File: config.mk
export PLATFORM = sky130hd
export DESIGN_NAME = sifreleme_boru_kati
export DESIGN_NICKNAME = d
export VERILOG_FILES = /design/src/rtl/sifreleme_boru_kati_pkg.sv /design/src/rtl/sifreleme_boru_kati_boru_yazmaci.sv /design/src/rtl/sifreleme_boru_kati.sv
export SDC_FILE = /design/constraint.sdc
export NUM_CORES = 1
export LEC_CHECK = 0
export CORE_MARGIN = 5
export CORE_UTILIZATION = 58
export DETAILED_ROUTE_END_ITERATION = 8
export DONT_BUFFER_PORTS = 1
export GPL_TIMING_DRIVEN = 0
export PLACE_DENSITY = 0.75
export RECOVER_POWER = 25
export SKIP_CTS_REPAIR_TIMING = 1
export SYNTH_ARGS = -nofsm -noshare
export SYNTH_HDL_FRONTEND = slang
export SYNTH_SLANG_ARGS = --single-unit
File: constraint.sdc
create_clock -name clk_i -period 1.7 [get_ports clk_i]
set_input_delay 0.34 -clock clk_i [delete_from_list [all_inputs] [get_ports clk_i]]
set_output_delay 0.34 -clock clk_i [all_outputs]
set_load 0.1 [all_outputs]
File: src/rtl/sifreleme_boru_kati_pkg.sv
// ============================================================================
// Module      : sifreleme_boru_kati_pkg
// Description : Shared types and helpers for the crypto-unit pipeline wrapper.
// Revision    : 1.0 - initial release
// ============================================================================
`default_nettype none

package sifreleme_boru_kati_pkg;

  localparam int KONTROL_BIT = 3;
  localparam int SAYAC_BIT   = 32;

  typedef logic [KONTROL_BIT-1:0] kontrol_t;

  function automatic logic [SAYAC_BIT-1:0] sayac_sonraki(input logic [SAYAC_BIT-1:0] sayi);
    return sayi + SAYAC_BIT'(1);
  endfunction

endpackage

`default_nettype wire

File: src/rtl/sifreleme_boru_kati_boru_yazmaci.sv
// ============================================================================
// Module      : boru_yazmaci
// Description : Valid-tagged pipeline register with load / clear / hold.
// Revision    : 1.0 - initial release
// ============================================================================
`default_nettype none

module boru_yazmaci
  import sifreleme_boru_kati_pkg::*;
#(
  parameter int GENISLIK = 8
) (
  input  logic                clk_i,
  input  logic                rst_i,
  input  logic                yukle_i,
  input  logic                temizle_i,
  input  logic [GENISLIK-1:0] veri_i,
  output logic                gecerli_o,
  output logic [GENISLIK-1:0] veri_o
);

  logic                gecerli_q, gecerli_d;
  logic [GENISLIK-1:0] veri_q, veri_d;

  // Load wins over clear so a stage can empty and refill on the same edge.
  always_comb begin
    gecerli_d = gecerli_q;
    veri_d    = veri_q;
    if (yukle_i) begin
      gecerli_d = 1'b1;
      veri_d    = veri_i;
    end else if (temizle_i) begin
      gecerli_d = 1'b0;
    end
  end

  always_ff @(posedge clk_i or negedge rst_i) begin
    if (!rst_i) begin
      gecerli_q <= 1'b0;
      veri_q    <= '0;
    end else begin
      gecerli_q <= gecerli_d;
      veri_q    <= veri_d;
    end
  end

  assign gecerli_o = gecerli_q;
  assign veri_o    = veri_q;

endmodule

`default_nettype wire

File: src/rtl/sifreleme_boru_kati.sv
// ============================================================================
// Module      : sifreleme_boru_kati
// Description : Two-stage valid/ready wrapper around the combinational crypto
//               unit; optional delivered-op counter under SIFRELEME_SAYAC_EN.
// Revision    : 1.0 - initial release
// ============================================================================
`default_nettype none

module sifreleme_boru_kati
  import sifreleme_boru_kati_pkg::*;
#(
  parameter int VERI_BIT  = 32,
  parameter int HEDEF_BIT = 5
) (
  input  logic                 clk_i,
  input  logic                 rst_i,
  input  logic                 bosalt_i,
  input  logic                 istek_gecerli_i,
  output logic                 istek_hazir_o,
  input  kontrol_t             kontrol_i,
  input  logic [VERI_BIT-1:0]  deger1_i,
  input  logic [VERI_BIT-1:0]  deger2_i,
  input  logic [HEDEF_BIT-1:0] hedef_i,
  output kontrol_t             birim_kontrol_o,
  output logic [VERI_BIT-1:0]  birim_deger1_o,
  output logic [VERI_BIT-1:0]  birim_deger2_o,
  input  logic [VERI_BIT-1:0]  birim_sonuc_i,
  output logic                 sonuc_gecerli_o,
  input  logic                 sonuc_hazir_i,
  output logic [VERI_BIT-1:0]  sonuc_o,
  output logic [HEDEF_BIT-1:0] sonuc_hedef_o
`ifdef SIFRELEME_SAYAC_EN
  ,
  output logic [SAYAC_BIT-1:0] islem_sayisi_o
`endif
);

  localparam int S1_BIT = KONTROL_BIT + 2 * VERI_BIT + HEDEF_BIT;
  localparam int S2_BIT = VERI_BIT + HEDEF_BIT;

  logic                 s1_gecerli, s2_gecerli;
  logic                 s2_bos, s1_ilerle, istek_kabul;
  logic                 s1_yukle, s1_temizle, s2_yukle, s2_temizle;
  logic [S1_BIT-1:0]    s1_veri;
  logic [S2_BIT-1:0]    s2_veri;
  logic [HEDEF_BIT-1:0] s1_hedef;

  always_comb begin
    s2_bos        = !s2_gecerli || sonuc_hazir_i;
    s1_ilerle     = s1_gecerli && s2_bos;
    istek_hazir_o = (!s1_gecerli || s2_bos) && !bosalt_i;
    istek_kabul   = istek_gecerli_i && istek_hazir_o;

    // Flush suppresses the S1->S2 move so a killed op never reaches writeback.
    s1_yukle   = istek_kabul;
    s1_temizle = s1_ilerle || bosalt_i;
    s2_yukle   = s1_ilerle && !bosalt_i;
    s2_temizle = bosalt_i || (s2_gecerli && sonuc_hazir_i);
  end

  boru_yazmaci #(
    .GENISLIK (S1_BIT)
  ) u_s1 (
    .clk_i     (clk_i),
    .rst_i     (rst_i),
    .yukle_i   (s1_yukle),
    .temizle_i (s1_temizle),
    .veri_i    ({kontrol_i, deger1_i, deger2_i, hedef_i}),
    .gecerli_o (s1_gecerli),
    .veri_o    (s1_veri)
  );

  assign {birim_kontrol_o, birim_deger1_o, birim_deger2_o, s1_hedef} = s1_veri;

  boru_yazmaci #(
    .GENISLIK (S2_BIT)
  ) u_s2 (
    .clk_i     (clk_i),
    .rst_i     (rst_i),
    .yukle_i   (s2_yukle),
    .temizle_i (s2_temizle),
    .veri_i    ({birim_sonuc_i, s1_hedef}),
    .gecerli_o (s2_gecerli),
    .veri_o    (s2_veri)
  );

  assign {sonuc_o, sonuc_hedef_o} = s2_veri;
  assign sonuc_gecerli_o          = s2_gecerli;

`ifdef SIFRELEME_SAYAC_EN
  logic                 sonuc_teslim;
  logic [SAYAC_BIT-1:0] sayac_q, sayac_d;

  // Counts deliveries regardless of flush; wraps naturally at all-ones.
  always_comb begin
    sonuc_teslim = s2_gecerli && sonuc_hazir_i;
    sayac_d      = sonuc_teslim ? sayac_sonraki(sayac_q) : sayac_q;
  end

  always_ff @(posedge clk_i or negedge rst_i) begin
    if (!rst_i) begin
      sayac_q <= '0;
    end else begin
      sayac_q <= sayac_d;
    end
  end

  assign islem_sayisi_o = sayac_q;
`endif

endmodule

`default_nettype wire
==> flow_metrics.env, run 1 <==
export IMPL_status="finished with violations"
export IMPL_failing_checks="hold timing, setup timing"
export IMPL_synth_seq_area_share_pct=59.26
export IMPL_tightest_hold_margin_ns=-0.3381
export IMPL_clock_root_buffer="clkbuf_8"
export IMPL_fp_dieW_um=99.90
export IMPL_number_of_global_route_vias_before_repair=2586
export IMPL_combinational_power_share_pct=30.4
export IMPL_worst_slew_margin_rel_pct=37.72
export IMPL_core_rowCount=32
export IMPL_skew_ns=0.01005
export IMPL_finalNetCount=433
export IMPL_detailedRoute_firstPassIterationCount=3
export IMPL_pwr_share_clk_pct=18.2
export IMPL_cp_max_fo=3
export IMPL_synth_ff_latch_count=111
export IMPL_syn2layout_area_growth_pct=9.877
export IMPL_grt_first_pass_wirelength_um=13920
export IMPL_layout_cell_area_non_filler_mm2=0.005150
export IMPL_total_switching_power_uw=4754
export IMPL_finalSetupTns_ns=-29.56
export IMPL_cts_made_buffers=9
export IMPL_synth_nets=417
export IMPL_timing_hold_violations_final=111
export IMPL_grt_max_degree=112
export IMPL_finalMaxSlewViolations=0
export IMPL_tritoncts_clock_tree="built"
export IMPL_detailedPlacementHpwl_um=6845
export IMPL_finalSetupViolations=110
export IMPL_syn_area_per_cell_um2=15.22
export IMPL_core_area_mm2=0.007807
export IMPL_overflow=0
export IMPL_io_buffers=0
export IMPL_final_setup_worst_slack_ns=-0.3978
export IMPL_post_route_cells_drive_above_1_share_pct=66.57
export IMPL_worstHoldPathType="input port to async pin"
export IMPL_power_density_cell_area_mw_per_mm2=1830
export IMPL_synthDistinctLibCells=10
export IMPL_highest_clock_rate_mhz=476.7
export IMPL_drc=0
export IMPL_viasPerCell=5.265
export IMPL_syn_instance_count=308
export IMPL_floorplan_initialDensity_pct=60.03
export IMPL_cts_clk_slew_worst_paths_ns=0.10
export IMPL_fillerInstances=570
export IMPL_post_dp_cell_area_mm2=0.004836
export IMPL_final_cycle_utilization_of_the_critical_path_pct=123.4
export IMPL_path_class="flip-flop to output pin"
export IMPL_io_pins=215
export IMPL_switching_portion_of_total_power_pct=50.44
export IMPL_rsz0062_at_grt="true"
export IMPL_wl_per_cell_um=21.13
export IMPL_cellLeakagePower_uw=0.002296
export IMPL_routed_via_count=2269
export IMPL_diodes=0
export IMPL_die_h_um=99.90
export IMPL_worst_endpoint_arrival_ns=1.76
export IMPL_dr_first_iter_drc_count=44
export IMPL_worst_endpoint_required_ns=1.36
export IMPL_final_weighted_congestion_in_routability_driven_placement=0.7438
export IMPL_synth_warnings=0
export IMPL_cts_path_max_buffers=2
export IMPL_globalRouteTotalUtil_pct=18.11
export IMPL_maxCapViolations=0
export IMPL_ir_worst_vdd_mv=1.027
export IMPL_cts_htree_levels=3
export IMPL_cellInternalPower_uw=4671
export IMPL_max_slew_worst_pin_slew_ns=0.9342
export IMPL_worst_setup_path_start_kind="flip-flop"
export IMPL_endpoint_kind="output pin"
export IMPL_dieArea_mm2=0.009979
export IMPL_clock_period_minus_worst_slack_ns=2.098
export IMPL_clk_latency_ns=0.36
export IMPL_antenna_found_initial=0
export IMPL_postRouteWirelength_um=9108
export IMPL_mappedNetlistArea_mm2=0.004687
export IMPL_route_antenna_remaining_nets=0
export IMPL_clock_sinks=111
export IMPL_sequentialPowerShare_pct=51.4
==> metrics by stage <==
| stage | total power [uW] | setup WS [ns] | hold WS [ns] | util [%] | instances |
|---|---|---|---|---|---|
| finish | 9424 | -0.3978 | -0.3381 | 65.96 | 431 |
| detailed placement | 7757 | -0.2518 | 0.04707 | 61.94 | 410 |
| CTS | 9451 | -0.4447 | -0.3554 | 64.79 | 426 |
| global route | 9744 | -0.4612 | -0.3828 | 65.96 | 431 |
| floorplan | 7530 | -0.1111 | 0.04441 | - | 308 |
| global placement | 7700 | -0.2188 | 0.04700 | 61.94 | 410 |
==> registers in the layout, indices dropped and copies added, names as in the netlist <==
name and count:
u_s1.veri_o 72, u_s2.veri_o 37, u_s1.gecerli_o 1, u_s2.gecerli_o 1
==> placed cells by master, fill, tap and decap left out, drive strengths merged <==
cell,synthesis,routed
dfrtp,111,111
mux2,109,109
buf,79,83
clkbuf,0,12
nor2,5,5
bufinv,0,2
nor3b,2,2
clkinv,0,2
and3b,1,1
nor2b,1,1
clkinvlp,0,1
==> critical path: stages, from the launching register on <==
cell     delay [ns]
dfrtp_4        0.63
and3b_2        0.28
nor2_4         0.49
==> routing by layer <==
layer | share of wire (%) | vias up | wire [um] | GRT usage, %
li1 | - | 1004 | - | -
met1 | 34 | 1130 | 3131 | 19.70
met4 | 1.3 | 0 | 115 | 6.723
met3 | 12 | 8 | 1092 | 7.714
met5 | 0 | - | 0 | 0
met2 | 52 | 127 | 4768 | 31.40
==> layout make-up <==
cell class | instances | area, um2 | share of cell area [%]
clock inverters | 5 | 81.33 | 1.579
repair buffers | 5 | 55.05 | 1.069
well taps | 102 | 127.6 | 2.478
flip-flops and latches | 111 | 2789 | 54.15
plain buffers | 79 | 638.1 | 12.39
multi-input cells | 118 | 1318 | 25.58
clock buffers | 11 | 141.4 | 2.745
==> cells in the mapped netlist, drive strengths merged <==
master / instances / area share, %
nor2b: 1 / 0.13
dfrtp: 111 / 59
and3b: 1 / 0.19
buf: 79 / 13
nor2: 5 / 0.40
mux2: 109 / 26
nor3b: 2 / 0.43
==> cell families (layout without fill, tap and decap cells) <==
logic type / after synthesis / count (layout) / synth area share, %
DFF: 111 / 111 / 59.26
muxes: 109 / 109 / 26.19
buffers and inverters: 79 / 100 / 13.40
and+or+nand+nor: 9 / 9 / 1.148
==> path summary, 6_finish.rpt <==
kind,from,slack (ns),to,cells after the start
max,u_s2.gecerli_o$_DFFE_PN0P_,-0.40,istek_hazir_o,2
min,rst_i,-0.34,u_s1.veri_o[47]$_DFFE_PN0P_,0
max reg2reg,u_s2.gecerli_o$_DFFE_PN0P_,-0.37,u_s1.veri_o[18]$_DFFE_PN0P_,6
min reg2reg,u_s1.veri_o[4]$_DFFE_PN0P_,0.51,u_s2.veri_o[4]$_DFFE_PN0P_,1
max in group asynchronous,rst_i,1.86,u_s2.veri_o[21]$_DFFE_PN0P_,0
min in group clk_i,bosalt_i,0.04,u_s2.gecerli_o$_DFFE_PN0P_,1
==> power groups by stage <==
stage	clock (uW)	combinational [uW]	sequential, uW
after CTS	1750	2860	4840
after global placement	0	2820	4880
after global routing	1890	2940	4910
after detailed placement	0	2860	4900
final	1720	2860	4850
after floorplan	0	2740	4790
(Power assumes the default switching activity.)
==> inputs of run 2 (changes only) <==
- clock period: 1.7 -> 2.69 ns (I/O delays scaled with it)
==> flow_metrics.env, run 2 (synthesis results as in run 1) <==
export IMPL_highest_clock_rate_mhz=384.0
export IMPL_grt_busiest_layer="met2"
export IMPL_fillerInstances=583
export IMPL_detailedPlacementHpwl_um=6472
export IMPL_power_density_cell_area_mw_per_mm2=1161
export IMPL_global_route_usage_met3_pct=7.922
export IMPL_drc=0
export IMPL_cts_htree_levels=3
export IMPL_worst_slew_margin_rel_pct=37.17
export IMPL_finalNetCount=428
export IMPL_core_rowCount=32
export IMPL_final_weighted_congestion_in_routability_driven_placement=0.7651
export IMPL_grt_max_degree=112
export IMPL_wl_per_cell_um=19.85
export IMPL_number_of_global_route_vias_before_repair=2480
export IMPL_worstReg2RegStart="u_s2.gecerli_o$_DFFE_PN0P_"
export IMPL_final_cell_mix="dfrtp_1 (111), mux2_2 (109), buf_4 (68)"
export IMPL_layout_cell_area_non_filler_mm2=0.005029
export IMPL_io_buffers=0
export IMPL_clock_sinks=111
export IMPL_skew_ns=0.009604
export IMPL_finalSetupViolations=0
export IMPL_worstHoldPathType="input port to async pin"
export IMPL_layout_area_seq_mm2=0.002778
export IMPL_worst_path_max_delay_cell="dfrtp_1"
export IMPL_detailedPlace_worstSlack_ns=0.1560
export IMPL_fp_dieW_um=99.90
export IMPL_rsz0062_at_grt="false"
export IMPL_dr_first_iter_drc_count=36
export IMPL_clk_latency_ns=0.36
export IMPL_postRouteWirelength_um=8457
export IMPL_final_setup_worst_slack_ns=0.08560
export IMPL_post_dp_cell_area_mm2=0.004817
export IMPL_path_class="flip-flop to output pin"
export IMPL_clock_root_buffer="clkbuf_8"
export IMPL_maxCapViolations=0
export IMPL_viasPerCell=5.223
export IMPL_layout_commonest_cell="dfrtp_1"
export IMPL_detailedRoute_firstPassIterationCount=3
export IMPL_placed_cells_incl_taps=410
export IMPL_core_area_mm2=0.007807
export IMPL_globalRouteTotalUtil_pct=16.81
export IMPL_post_layout_total_power_uw=5839
export IMPL_io_pins=215
export IMPL_critPathMaxStageDelay_ns=0.76
export IMPL_critical_path_n_buffers_inverters=0
export IMPL_die_h_um=99.90
export IMPL_syn2layout_area_growth_pct=7.288
export IMPL_cellLeakagePower_uw=0.002243
export IMPL_cts_clk_slew_worst_paths_ns=0.10
export IMPL_finalSetupTns_ns=0
export IMPL_floorplan_initialDensity_pct=60.03
export IMPL_grt_first_pass_wirelength_um=12870
export IMPL_routed_via_count=2225
export IMPL_grt_util_met2_pct=27.19
export IMPL_timing_hold_violations_final=111
export IMPL_tightest_hold_margin_ns=-0.1405
export IMPL_antenna_found_initial=0
export IMPL_largest_register_ff_count=72
export IMPL_status="finished with violations"
export IMPL_post_route_cells_drive_above_1_share_pct=63.58
export IMPL_cts_made_buffers=9
export IMPL_route_antenna_remaining_nets=0
export IMPL_rrSetupSlack_ns=0.46
export IMPL_finalMaxSlewViolations=0
export IMPL_grt_met1_usage_pct=18.83
export IMPL_crit_path_start="u_s2.gecerli_o$_DFFE_PN0P_"
export IMPL_worst_endpoint_arrival_ns=2.07
export IMPL_clock_period_minus_worst_slack_ns=2.604
export IMPL_worstPathCellList="and3b_1 > nor2_4"
export IMPL_dieArea_mm2=0.009979
export IMPL_fin_cells=426
export IMPL_ir_worst_vdd_mv=0.7626
export IMPL_final_cycle_utilization_of_the_critical_path_pct=96.82
export IMPL_max_slew_worst_pin_slew_ns=0.9424
export IMPL_tritoncts_clock_tree="built"
export IMPL_failing_checks="hold timing"
export IMPL_cts_path_max_buffers=2
export IMPL_multi_input_comb_area_mm2=0.001289
export IMPL_worst_endpoint_required_ns=2.15
export IMPL_critical_path_top_delay_family="simple AND/OR/NAND/NOR gates"
export IMPL_endpoint_kind="output pin"
export IMPL_cp_max_fo=3
export IMPL_diodes=0
export IMPL_reg2regPathDepth=5
export IMPL_worst_setup_path_start_kind="flip-flop"
export IMPL_overflow=0
export IMPL_worst_r2r_endpoint="u_s1.veri_o[39]$_DFFE_PN0P_"
[run 2: cell types whose count changed in the layout (fill, tap and decap cells not counted), moves of 4 or more]
cell / before / now
dfrtp_1: 104 / 111
mux2_4: 5 / 0
buf_4: 72 / 68
dfrtp_2: 6 / 0
mux2_2: 104 / 109
[run 2: per-stage QoR]
stage / util (%) / hold slack, ns
5_1_grt: 64.41 / -0.1796
3_5_place_dp: 61.70 / 0.2444
2_1_floorplan: - / 0.2424
4_1_cts: 64.34 / -0.1647
6_report: 64.41 / -0.1405
3_3_place_gp: 61.70 / 0.2445
[run 2: layout make-up]
cell class	instances	share of cell area, %
flip-flops and latches	111	55.24
multi-input cells	118	25.63
plain buffers	79	12.49
clock buffers	10	2.737
well taps	102	2.538
clock inverters	6	1.369
[run 2: how the worst max path moves through the flow]
stage | to | slack, ns | depth (start not counted)
after floorplan | istek_hazir_o | 0.24 | 2
after global placement | istek_hazir_o | 0.17 | 2
after detailed placement | istek_hazir_o | 0.16 | 2
after CTS | istek_hazir_o | -0.25 | 2
after global routing | istek_hazir_o | 0.02 | 2
final | istek_hazir_o | 0.09 | 2
[run 2: layer usage]
metal,share of wire (%),wire (um)
met1,36,3028
met2,49,4116
met3,13,1104
met4,2.4,207
met5,0,0
[run 2: where the power goes]
group | leakage [uW] | internal, uW | switching, uW
clock | 0.000103 | 461 | 541
combinational | 0.000831 | 445 | 1340
sequential | 0.00131 | 1930 | 1120
total | 0.00224 | 2840 | 3000
==> inputs of run 3 (changes only) <==
- TNS_END_PERCENT: default -> 100
==> results of run 3 <==
No change in the layout: final DEF, timing and power equal those of run 2.
